## src/rtl/bram_byte_mem_if_if.sv

```systemverilog
// Request/response bus between a load/store core (master) and bram_byte_mem_if (slave).
// Byte address width is ADDR_WIDTH word bits plus the in-word byte offset bits.
interface bram_byte_mem_if_if #(
    parameter int DATA_WIDTH = 32,
    parameter int ADDR_WIDTH = 8
);
    localparam int NUM_BYTES = DATA_WIDTH / 8;
    localparam int OFF_W     = $clog2(NUM_BYTES);

    logic                        req_valid;
    logic                        req_ready;
    logic                        req_write;
    logic [ADDR_WIDTH+OFF_W-1:0] req_addr;
    logic [1:0]                  req_size;
    logic                        req_signed;
    logic [DATA_WIDTH-1:0]       req_wdata;

    logic                        resp_valid;
    logic                        resp_ready;
    logic [DATA_WIDTH-1:0]       resp_rdata;
    logic                        resp_error;

    modport master (
        output req_valid, req_write, req_addr, req_size, req_signed, req_wdata, resp_ready,
        input  req_ready, resp_valid, resp_rdata, resp_error
    );

    modport slave (
        input  req_valid, req_write, req_addr, req_size, req_signed, req_wdata, resp_ready,
        output req_ready, resp_valid, resp_rdata, resp_error
    );
endinterface

```

## src/rtl/bram_byte_mem_if.sv

```systemverilog
// Byte-addressed load/store adapter in front of BRAM_byte_en with an in-order response buffer.
// Optional macro BRAM_IF_MISALIGN_CHECK_EN: misaligned or illegal-size accesses return resp_error.
module bram_byte_mem_if #(
    parameter int DATA_WIDTH = 32,
    parameter int ADDR_WIDTH = 8,
    parameter int RESP_DEPTH = 2
) (
    input  logic                    clock,
    input  logic                    reset,
    bram_byte_mem_if_if.slave       bus,
    output logic                    readEnable,
    output logic [ADDR_WIDTH-1:0]   readAddress,
    input  logic [DATA_WIDTH-1:0]   readData,
    output logic                    writeEnable,
    output logic [DATA_WIDTH/8-1:0] writeByteEnable,
    output logic [ADDR_WIDTH-1:0]   writeAddress,
    output logic [DATA_WIDTH-1:0]   writeData
);
    localparam int NUM_BYTES = DATA_WIDTH / 8;
    localparam int OFF_W     = $clog2(NUM_BYTES);
    localparam int PTR_W     = $clog2(RESP_DEPTH);
    localparam int CNT_W     = $clog2(RESP_DEPTH + 1);
    localparam logic [1:0] MAX_SIZE = 2'(OFF_W);

    generate
        if (DATA_WIDTH != 32 && DATA_WIDTH != 64) begin : gBadWidth
            $error("bram_byte_mem_if: DATA_WIDTH must be 32 or 64");
        end
        if (RESP_DEPTH < 2) begin : gBadDepth
            $error("bram_byte_mem_if: RESP_DEPTH must be at least 2");
        end
    endgenerate

    // ------------------------------------------------------------------
    // Request decode
    // ------------------------------------------------------------------
    logic                 accept;
    logic [OFF_W-1:0]     reqOffset;
    logic [OFF_W-1:0]     alignOffset;
    logic [OFF_W-1:0]     sizeLowMask;
    logic [1:0]           effSize;
    logic                 misaligned;
    logic [NUM_BYTES-1:0] sizeByteMask;

    assign reqOffset    = bus.req_addr[OFF_W-1:0];
    // An illegal size (dword on a 32-bit port) is clamped to the full word for lane math.
    assign effSize      = (bus.req_size > MAX_SIZE) ? MAX_SIZE : bus.req_size;
    assign sizeLowMask  = OFF_W'((32'd1 << effSize) - 32'd1);
    assign alignOffset  = reqOffset & ~sizeLowMask;
    assign sizeByteMask = NUM_BYTES'((32'd1 << (32'd1 << effSize)) - 32'd1);

`ifdef BRAM_IF_MISALIGN_CHECK_EN
    assign misaligned = (bus.req_size > MAX_SIZE) || ((reqOffset & sizeLowMask) != '0);
`else
    assign misaligned = 1'b0;
`endif

    assign accept          = bus.req_valid && bus.req_ready;
    assign readEnable      = accept && !bus.req_write && !misaligned;
    assign writeEnable     = accept &&  bus.req_write && !misaligned;
    assign readAddress     = bus.req_addr[ADDR_WIDTH+OFF_W-1:OFF_W];
    assign writeAddress    = bus.req_addr[ADDR_WIDTH+OFF_W-1:OFF_W];
    assign writeByteEnable = sizeByteMask << alignOffset;

    // Each lane takes the store byte at (lane mod access size), replicating the datum.
    generate
        for (genvar gi = 0; gi < NUM_BYTES; gi++) begin : gLane
            assign writeData[gi*8 +: 8] = bus.req_wdata[8*(OFF_W'(gi) & sizeLowMask) +: 8];
        end
    endgenerate

    // ------------------------------------------------------------------
    // In-flight stage: lines up request attributes with BRAM readData
    // ------------------------------------------------------------------
    logic             flightValidReg;
    logic             flightWriteReg;
    logic [OFF_W-1:0] flightOffsetReg;
    logic [1:0]       flightSizeReg;
    logic             flightSignedReg;
    logic             flightErrorReg;

    always_ff @(posedge clock or negedge reset) begin
        if (!reset) begin
            flightValidReg  <= 1'b0;
            flightWriteReg  <= 1'b0;
            flightOffsetReg <= '0;
            flightSizeReg   <= 2'd0;
            flightSignedReg <= 1'b0;
            flightErrorReg  <= 1'b0;
        end else begin
            flightValidReg <= accept;
            if (accept) begin
                flightWriteReg  <= bus.req_write;
                flightOffsetReg <= alignOffset;
                flightSizeReg   <= effSize;
                flightSignedReg <= bus.req_signed;
                flightErrorReg  <= misaligned;
            end
        end
    end

    // ------------------------------------------------------------------
    // Load alignment and extension
    // ------------------------------------------------------------------
    logic [DATA_WIDTH-1:0] shiftedData;
    logic [DATA_WIDTH-1:0] loadData;
    logic [DATA_WIDTH-1:0] pushData;
    logic                  signBit;
    logic                  signFill;
    int                    loadWidthBits;

    assign shiftedData   = readData >> {flightOffsetReg, 3'b000};
    assign loadWidthBits = 8 << flightSizeReg;

    always_comb begin
        signBit = 1'b0;
        case (flightSizeReg)
            2'd0:    signBit = shiftedData[7];
            2'd1:    signBit = shiftedData[15];
            2'd2:    signBit = shiftedData[31];
            default: signBit = shiftedData[DATA_WIDTH-1];
        endcase
    end

    assign signFill = flightSignedReg && signBit;

    generate
        for (genvar gi = 0; gi < DATA_WIDTH; gi++) begin : gExtend
            assign loadData[gi] = (gi < loadWidthBits) ? shiftedData[gi] : signFill;
        end
    endgenerate

    assign pushData = (flightWriteReg || flightErrorReg) ? '0 : loadData;

    // ------------------------------------------------------------------
    // Response FIFO
    // ------------------------------------------------------------------
    logic [DATA_WIDTH-1:0] respDataMem  [RESP_DEPTH];
    logic                  respErrorMem [RESP_DEPTH];
    logic [PTR_W-1:0]      wrPtrReg;
    logic [PTR_W-1:0]      rdPtrReg;
    logic [CNT_W-1:0]      countReg;
    logic [CNT_W-1:0]      countNext;
    logic                  push;
    logic                  pop;
    logic [CNT_W:0]        committed;

    function automatic logic [PTR_W-1:0] wrapInc(input logic [PTR_W-1:0] ptr);
        return (ptr == PTR_W'(RESP_DEPTH - 1)) ? '0 : ptr + PTR_W'(1);
    endfunction

    assign push = flightValidReg;
    assign pop  = bus.resp_valid && bus.resp_ready;

    always_ff @(posedge clock) begin
        if (push) begin
            respDataMem[wrPtrReg]  <= pushData;
            respErrorMem[wrPtrReg] <= flightErrorReg;
        end
    end

    always_comb begin
        countNext = countReg;
        if (push && !pop) begin
            countNext = countReg + CNT_W'(1);
        end else if (!push && pop) begin
            countNext = countReg - CNT_W'(1);
        end
    end

    always_ff @(posedge clock or negedge reset) begin
        if (!reset) begin
            wrPtrReg <= '0;
            rdPtrReg <= '0;
            countReg <= '0;
        end else begin
            if (push) begin
                wrPtrReg <= wrapInc(wrPtrReg);
            end
            if (pop) begin
                rdPtrReg <= wrapInc(rdPtrReg);
            end
            countReg <= countNext;
        end
    end

    // Head is masked while empty so stale entries never reach the core.
    assign bus.resp_valid = (countReg != '0);
    assign bus.resp_rdata = bus.resp_valid ? respDataMem[rdPtrReg] : '0;
    assign bus.resp_error = bus.resp_valid && respErrorMem[rdPtrReg];

    // A slot must be reserved for the entry in flight; a same-cycle pop frees one.
    assign committed     = {1'b0, countReg} + (CNT_W+1)'(flightValidReg) - (CNT_W+1)'(pop);
    assign bus.req_ready = reset && (committed < (CNT_W+1)'(RESP_DEPTH));

endmodule

```

## src/flat_wrapper.sv

```systemverilog
// flat-port wrapper written by rule: the top's interface ports become plain ports
module bram_byte_mem_if_flat 
#(
    parameter int DATA_WIDTH = 32,
    parameter int ADDR_WIDTH = 8,
    parameter int RESP_DEPTH = 2
)
  (clock, reset, readEnable, readAddress, readData, writeEnable, writeByteEnable, writeAddress, writeData, bus_req_valid, bus_req_write, bus_req_addr, bus_req_size, bus_req_signed, bus_req_wdata, bus_resp_ready, bus_req_ready, bus_resp_valid, bus_resp_rdata, bus_resp_error);
  bram_byte_mem_if_if #(.DATA_WIDTH(DATA_WIDTH), .ADDR_WIDTH(ADDR_WIDTH)) bus_i ();
  input  logic clock;
  input  logic reset;
  output logic readEnable;
  output logic [ADDR_WIDTH-1:0] readAddress;
  input  logic [DATA_WIDTH-1:0] readData;
  output logic writeEnable;
  output logic [DATA_WIDTH/8-1:0] writeByteEnable;
  output logic [ADDR_WIDTH-1:0] writeAddress;
  output logic [DATA_WIDTH-1:0] writeData;
  input wire logic [$bits(bus_i.req_valid)-1:0] bus_req_valid;
  input wire logic [$bits(bus_i.req_write)-1:0] bus_req_write;
  input wire logic [$bits(bus_i.req_addr)-1:0] bus_req_addr;
  input wire logic [$bits(bus_i.req_size)-1:0] bus_req_size;
  input wire logic [$bits(bus_i.req_signed)-1:0] bus_req_signed;
  input wire logic [$bits(bus_i.req_wdata)-1:0] bus_req_wdata;
  input wire logic [$bits(bus_i.resp_ready)-1:0] bus_resp_ready;
  output wire logic [$bits(bus_i.req_ready)-1:0] bus_req_ready;
  output wire logic [$bits(bus_i.resp_valid)-1:0] bus_resp_valid;
  output wire logic [$bits(bus_i.resp_rdata)-1:0] bus_resp_rdata;
  output wire logic [$bits(bus_i.resp_error)-1:0] bus_resp_error;
  assign bus_i.req_valid = bus_req_valid;
  assign bus_i.req_write = bus_req_write;
  assign bus_i.req_addr = bus_req_addr;
  assign bus_i.req_size = bus_req_size;
  assign bus_i.req_signed = bus_req_signed;
  assign bus_i.req_wdata = bus_req_wdata;
  assign bus_i.resp_ready = bus_resp_ready;
  assign bus_req_ready = bus_i.req_ready;
  assign bus_resp_valid = bus_i.resp_valid;
  assign bus_resp_rdata = bus_i.resp_rdata;
  assign bus_resp_error = bus_i.resp_error;
  bram_byte_mem_if #(.DATA_WIDTH(DATA_WIDTH), .ADDR_WIDTH(ADDR_WIDTH), .RESP_DEPTH(RESP_DEPTH)) u_core (.clock(clock), .reset(reset), .bus(bus_i), .readEnable(readEnable), .readAddress(readAddress), .readData(readData), .writeEnable(writeEnable), .writeByteEnable(writeByteEnable), .writeAddress(writeAddress), .writeData(writeData));
endmodule
```

## config.mk

```make
export PLATFORM = sky130hd
export DESIGN_NAME = bram_byte_mem_if_flat
export DESIGN_NICKNAME = d
export VERILOG_FILES = /design/src/rtl/bram_byte_mem_if_if.sv /design/src/rtl/bram_byte_mem_if.sv /design/src/flat_wrapper.sv
export SDC_FILE = /design/constraint.sdc
export NUM_CORES = 1
export LEC_CHECK = 0
export CAP_MARGIN = 20
export CORE_UTILIZATION = 40
export DETAILED_ROUTE_END_ITERATION = 7
export PLACE_DENSITY = 0.78
export SETUP_SLACK_MARGIN = 0.02
export SYNTH_ARGS = -nofsm -noshare
export SYNTH_HDL_FRONTEND = slang
export SYNTH_SLANG_ARGS = --single-unit
```

## constraint.sdc

```tcl
create_clock -name clock -period 2.5 [get_ports clock]
set_clock_uncertainty 0.15 [all_clocks]
set_input_delay 0.375 -clock clock [delete_from_list [all_inputs] [get_ports clock]]
set_output_delay 0.375 -clock clock [all_outputs]
set_load 0.02 [all_outputs]
```

After elaboration in Yosys (flattened, before gate mapping). Memory sizes are Yosys's and may differ from the RTL's. Index checks and enable logic that the tools add are counted.

Register bits: 11. RAM bits: 64. Input port bits: 82. Output and inout port bits: 89. Word-level logic and storage cells: 119. Memories: 1.

Add/sub/neg operators: 8. Magnitude comparators: 34. Equality and inequality tests: 1. Shift-type cells: 8. Muxes and demuxes: 42. Bitwise logic cells: 2. Reductions and logical operators: 15.

Memory list: u_core.respDataMem (words 2, bits a word 32, read ports 1, clocked after Yosys merged registers in 0, wr ports 1, line bram_byte_mem_if.sv:138) `logic [DATA_WIDTH-1:0] respDataMem [RESP_DEPTH];`.

Operator list (number): less-than comparator 6 x 32 -> 1 bit (first input constant) (16); less-than comparator 5 x 32 -> 1 bit (first input constant) (8); less-than comparator 4 x 32 -> 1 bit (first input constant) (4); less-than comparator 3 x 32 -> 1 bit (first input constant) (2); 2-to-1 mux 32 bit (2); indexed part select 32 x 6 -> 8 bit (2); 2-to-1 mux 1 bit (36); less-than comparator 1 x 32 -> 1 bit (first input constant) (1); less-than comparator 2 x 32 -> 1 bit (first input constant) (1); indexed part select 32 x 5 -> 8 bit (1); << shifter 1 x 2 -> 32 bit (first input constant) (1); << shifter 1 x 32 -> 4 bit (first input constant) (1); << shifter 4 x 2 -> 32 bit (first input constant) (1); >> shifter 32 x 5 -> 32 bit (1); logical AND 1 bit (8); 2-to-1 mux 2 bit (3); nonzero test 2 bit (2); << shifter 4 x 2 -> 4 bit (1); subtractor 2 x 1 -> 2 bit (second input constant) (2); subtractor 4 x 1 -> 4 bit (second input constant) (1); adder 2 x 1 -> 3 bit (1); logical NOT 1 bit (3); less-than comparator 3 x 2 -> 1 bit (second input constant) (1); subtractor 3 x 1 -> 3 bit (1); 9 further kinds (10).

Depth between registers and ports, before layout.
Depth in word-level cells: 7. Mapped depth: 9. Mapped depth without buffers: 9.

Worst setup path after synthesis. Ideal clock, no wire load.

Path kind: register to output. From: register u_core.countReg[1]. To: output port readEnable. Arrival time: 2638 ps. Data required time: 1975 ps. Setup slack: -663 ps. Stages on the path, launching flop included: 10. Path buffers: 0. Path through: dfrtp_1 > nor2_1 > inv_1 > nand2_1 > ha_1 > nand2b_1 > fa_1 > xnor2_1 > nand4_1 > nor2_1.

Longest elaborated chain between the ends: 7. Elaborated cells between the ends (all ways): 8. Those cells by class: add/sub (2); order compare (1); reduce/logical (5).

Ends and longest elaborated chain: start, declared (line bram_byte_mem_if.sv:142) `logic [CNT_W-1:0] countReg;`; start signal, assigned (line bram_byte_mem_if.sv:183) `countReg <= countNext;`; nonzero test 2 bit (line bram_byte_mem_if.sv:188) `assign bus.resp_valid = (countReg != '0);`; net bus_resp_valid (line flat_wrapper.sv:27) `output wire logic [$bits(bus_i.resp_valid)-1:0] bus_resp_valid;`; logical AND 1 bit (line bram_byte_mem_if.sv:153) `assign pop = bus.resp_valid && bus.resp_ready;`; subtractor 3 x 1 -> 3 bit (line bram_byte_mem_if.sv:193) `assign committed = {1'b0, countReg} + (CNT_W+1)'(flightValidReg) - (CNT_W+1)'(pop);`; less-than comparator 3 x 2 -> 1 bit (line bram_byte_mem_if.sv:194) `assign bus.req_ready = reset && (committed < (CNT_W+1)'(RESP_DEPTH));`; logical AND 1 bit (line bram_byte_mem_if.sv:194); logical AND 1 bit (line bram_byte_mem_if.sv:58) `assign accept = bus.req_valid && bus.req_ready;`; logical AND 1 bit (line bram_byte_mem_if.sv:59) `assign readEnable = accept && !bus.req_write && !misaligned;`; end, declared (line flat_wrapper.sv:12) `output logic readEnable;`.

The timed path passes the listed nets, and every way through them passes these cells.

Worst setup path after layout.
From: register u_core.countReg[1]. To: output port readEnable.

Longest elaborated chain between the ends: 7. Elaborated cells between the ends (all ways): 8. Those cells by class: add/sub (2); order compare (1); reduce/logical (5).

Ends and longest elaborated chain (line): branches (longest 2 deep; another with adder 2 x 1 -> 3 bit); subtractor 3 x 1 -> 3 bit * (bram_byte_mem_if.sv:193); less-than comparator 3 x 2 -> 1 bit * (bram_byte_mem_if.sv:194); logical AND 1 bit * (bram_byte_mem_if.sv:194); logical AND 1 bit * (bram_byte_mem_if.sv:58); logical AND 1 bit * (bram_byte_mem_if.sv:59).

Every way passes the cells marked *.

==> results.json <==
{
  "power.share.clock": 0.160,
  "max_slew.worst_pin.slew_ns": 0.605,
  "hold_ws_ns": 0.254,
  "boundaryPins": 171,
  "cp.required_ns": 1.98,
  "dp_hpwl_mm": 8.74,
  "crit_path_start_kind": "flip-flop",
  "synth_enable_flop_cells": 64,
  "drt-wirelength-per-cell_microns": 18.1,
  "overflow": 0,
  "die_w_microns": 106,
  "synthesis.yosys.warnings": 0,
  "hold_viol_final": 0,
  "outcome": "complete, but fails checks",
  "switching_share": 0.383,
  "floorplan.die.height_microns": 106,
  "crit_path_max_fanout": 3,
  "vias": 3455,
  "grt_max_degree": 33,
  "report.final.slew_viol_count": 0,
  "totalWireLength_mm": 11.7,
  "timing.fmax_mhz": 344,
  "netlist_instances": 369,
  "combinationalPowerShare": 0.539,
  "detail-route-antenna-nets": 0,
  "reg2reg_slack_ns": -0.05,
  "timing.rr.start": "u_core.countReg[1]$_DFFE_PN0N_",
  "clk_lat_worst_skew_ns": 0.34,
  "crit_type": "flip-flop to primary output",
  "power.share.sequential": 0.301,
  "final.period_utilization": 1.16,
  "clockRootBuffer": "clkbuf_8",
  "synth_area_sq_um": 4320,
  "cts.path.max_buffers": 2,
  "unrepaired_setup_endpoints_after_global_routing": "true",
  "floorplan.initialDensity": 0.415,
  "finalWorstSetupSlack_ns": -0.404,
  "critical_path.endpoint_type": "primary output",
  "power_leakage_nw": 2.41,
  "power.density_nw_per_um2": 1090,
  "violations_in_the_final_reports": "negative setup slack",
  "first_global_vias": 3508,
  "yosys.cell_types.count": 40,
  "internal_power_mw": 4.16,
  "tritoncts": "built",
  "core_area_sq_um": 10400,
  "clock_tree.htree_level_count": 3,
  "timing.critical_path.arrival_ns": 2.38,
  "vdd_ir_drop_max_mv": 0.599,
  "utilization_after_layout": 0.595,
  "layout-drive-gt1-share": 0.188,
  "die-area_sq_um": 11200,
  "synth_flop_cell": "edfxtp_1",
  "reg2reg_depth": 10,
  "min_path_type": "input pin to asynchronous set/reset pin",
  "gpl.final_weighted_congestion": 0.874,
  "power.net_switching_mw": 2.59,
  "fp-row-count": 37,
  "detail_route.vias_per_cell": 5.33,
  "port-buffer-count": 145,
  "grt_pass1_wl_mm": 18.0,
  "grt_use_total": 0.214,
  "antenna_found_initial": 0,
  "sink_count": 75,
  "min_period_ns": 2.90,
  "final_setup_violating_endpoints": 7,
  "synthArstFlopShare": 0.147,
  "antenna_cells_inserted": 0,
  "finalSetupTns_ns": -1.22,
  "drt_first_iter_violations": 184,
  "worstReg2RegEnd": "u_core.flightSignedReg$_DFFE_PN0P_",
  "cap_violations": 0,
  "clk_transition_reported_paths_ns": 0.07,
  "max_slew_margin": 0.596,
  "design.final.nets": 593,
  "yosysSeqAreaShare": 0.509,
  "detailedRoute.firstPassIterationCount": 4,
  "drc": 0,
  "tritoncts.num_buffers": 9,
  "mapped_avg_cell_area_sq_um": 11.7,
  "synth.net_count": 454,
  "synth.ff_latch_count": 75,
  "area_delta_synth_final_pct": 43.6
}
-- worst max-delay path, cell delays in order (launching register included) --
cell	delay [ns]
dfrtp_2	0.42
nor2_4	0.14
inv_4	0.04
nand2_4	0.07
ha_4	0.20
nand2b_4	0.13
fa_2	0.35
xnor2_2	0.18
nand4_1	0.21
nor2_4	0.16
buf_6	0.12
-- power by group through the flow --
stage / clock, mW / combinational [mW] / sequential, mW
after detailed placement: 0 / 3.59 / 2.06
after CTS: 1.10 / 3.64 / 2.03
after floorplan: 0 / 2.28 / 1.98
after global placement: 0 / 3.51 / 2.04
final: 1.08 / 3.63 / 2.03
after global routing: 1.15 / 3.91 / 2.06
-- metal layers --
layer / global-route usage / wire [microns] / up-vias
li1: - / - / 1609
met1: 0.226 / 4250 / 1648
met2: 0.392 / 6270 / 174
met3: 0.0607 / 840 / 24
met4: 0.100 / 376 / 0
met5: 0 / 0 / -
-- kinds of logic after synthesis --
group,after synthesis,synth area share
DFF,75,0.509
muxes,80,0.197
AOI/OAI and AO/OA,57,0.0944
adders and majority gates,3,0.0104
other,1,0.000868
buffers and inverters,56,0.0756
and+or+nand+nor,91,0.101
xor gates and xnor gates,6,0.0122
-- per-stage QoR --
stage / std cells / cell area (sq um) / setup slack [ns] / power, mW
after floorplan: 369 / 4370 / -0.269 / 4.26
after global placement: 633 / 5960 / -0.842 / 5.54
after detailed placement: 633 / 5960 / -0.876 / 5.65
after CTS: 648 / 6190 / -0.455 / 6.78
after global routing: 648 / 6200 / -0.523 / 7.12
final: 648 / 6200 / -0.404 / 6.74
-- cell usage after synthesis (3+ instances only) --
master / instances / area [sq um]
buf_2: 9 / 45.0
o22ai_1: 8 / 50.1
nor2_1: 39 / 146
edfxtp_1: 64 / 1920
nor2b_1: 11 / 68.8
o21bai_1: 4 / 30.0
dfrtp_1: 11 / 275
o21ai_0: 17 / 85.1
nand2_1: 17 / 63.8
clkbuf_1: 10 / 37.5
a211oi_1: 14 / 105
a221oi_1: 7 / 61.3
nand2b_1: 4 / 25.0
nor3_1: 8 / 40.0
xor2_1: 3 / 26.3
buf_4: 28 / 210
mux2_2: 29 / 327
inv_1: 8 / 30.0
mux2i_1: 50 / 500
xnor2_1: 3 / 26.3
-- layout make-up --
cell class | instances | area, sq um
clock buffer | 10 | 128
fill | 863 | 4220
sequential | 75 | 2200
tap | 136 | 170
timing repair buffer | 176 | 1700
multi-input combinational | 238 | 1860
clock inverter | 5 | 103
inverter | 8 | 32.5
-- flip-flops by register name, indices dropped and copies added (netlist names) --
register / cells
u_core.flightSizeReg: 2
u_core.flightValidReg: 1
u_core.countReg: 2
u_core.flightOffsetReg: 2
u_core.respDataMem: 64
u_core.flightWriteReg: 1
u_core.wrPtrReg: 1
u_core.rdPtrReg: 1
u_core.flightSignedReg: 1
-- how the worst max path moves through the flow --
| stage | from | endpoint | slack, ns | cells past startpoint |
|---|---|---|---|---|
| 6_report | u_core.countReg[1]$_DFFE_PN0N_ | readEnable | -0.40 | 10 |
| 5_1_grt | u_core.countReg[1]$_DFFE_PN0N_ | readEnable | -0.52 | 10 |
| 4_1_cts | u_core.countReg[0]$_DFFE_PN0N_ | writeEnable | -0.46 | 9 |
| 3_5_place_dp | bus_resp_ready | writeEnable | -0.88 | 9 |
| 3_3_place_gp | bus_resp_ready | writeEnable | -0.84 | 9 |
| 2_1_floorplan | u_core.countReg[1]$_DFFE_PN0N_ | readEnable | -0.27 | 9 |
-- cell usage in the layout, fill, tap and decap left out, types with 3 or more instances in the layout --
cell | Yosys | routed
a211oi_1 | 14 | 14
a221oi_1 | 7 | 7
buf_4 | 28 | 27
buf_6 | 0 | 4
bufinv_16 | 0 | 3
clkbuf_8 | 0 | 9
clkdlybuf4s50_1 | 0 | 119
dfrtp_1 | 11 | 8
dfrtp_2 | 0 | 3
dlygate4sd2_1 | 0 | 21
edfxtp_1 | 64 | 64
inv_1 | 8 | 7
mux2_2 | 29 | 28
mux2i_1 | 50 | 50
nand2_1 | 17 | 16
nand2b_1 | 4 | 3
nor2_1 | 39 | 36
nor2b_1 | 11 | 11
nor3_1 | 8 | 8
o21ai_0 | 17 | 16
o21bai_1 | 4 | 4
o22ai_1 | 8 | 8
xor2_1 | 3 | 3
-- what timing repair did --
action	in CTS	in global routing
buffers inserted	2	1
setup endpoints to repair	38	41
pin swaps	7	5
hold buffers	0	0
gates resized for setup	46	4
Note: power is estimated with default switching activity, not from simulation.
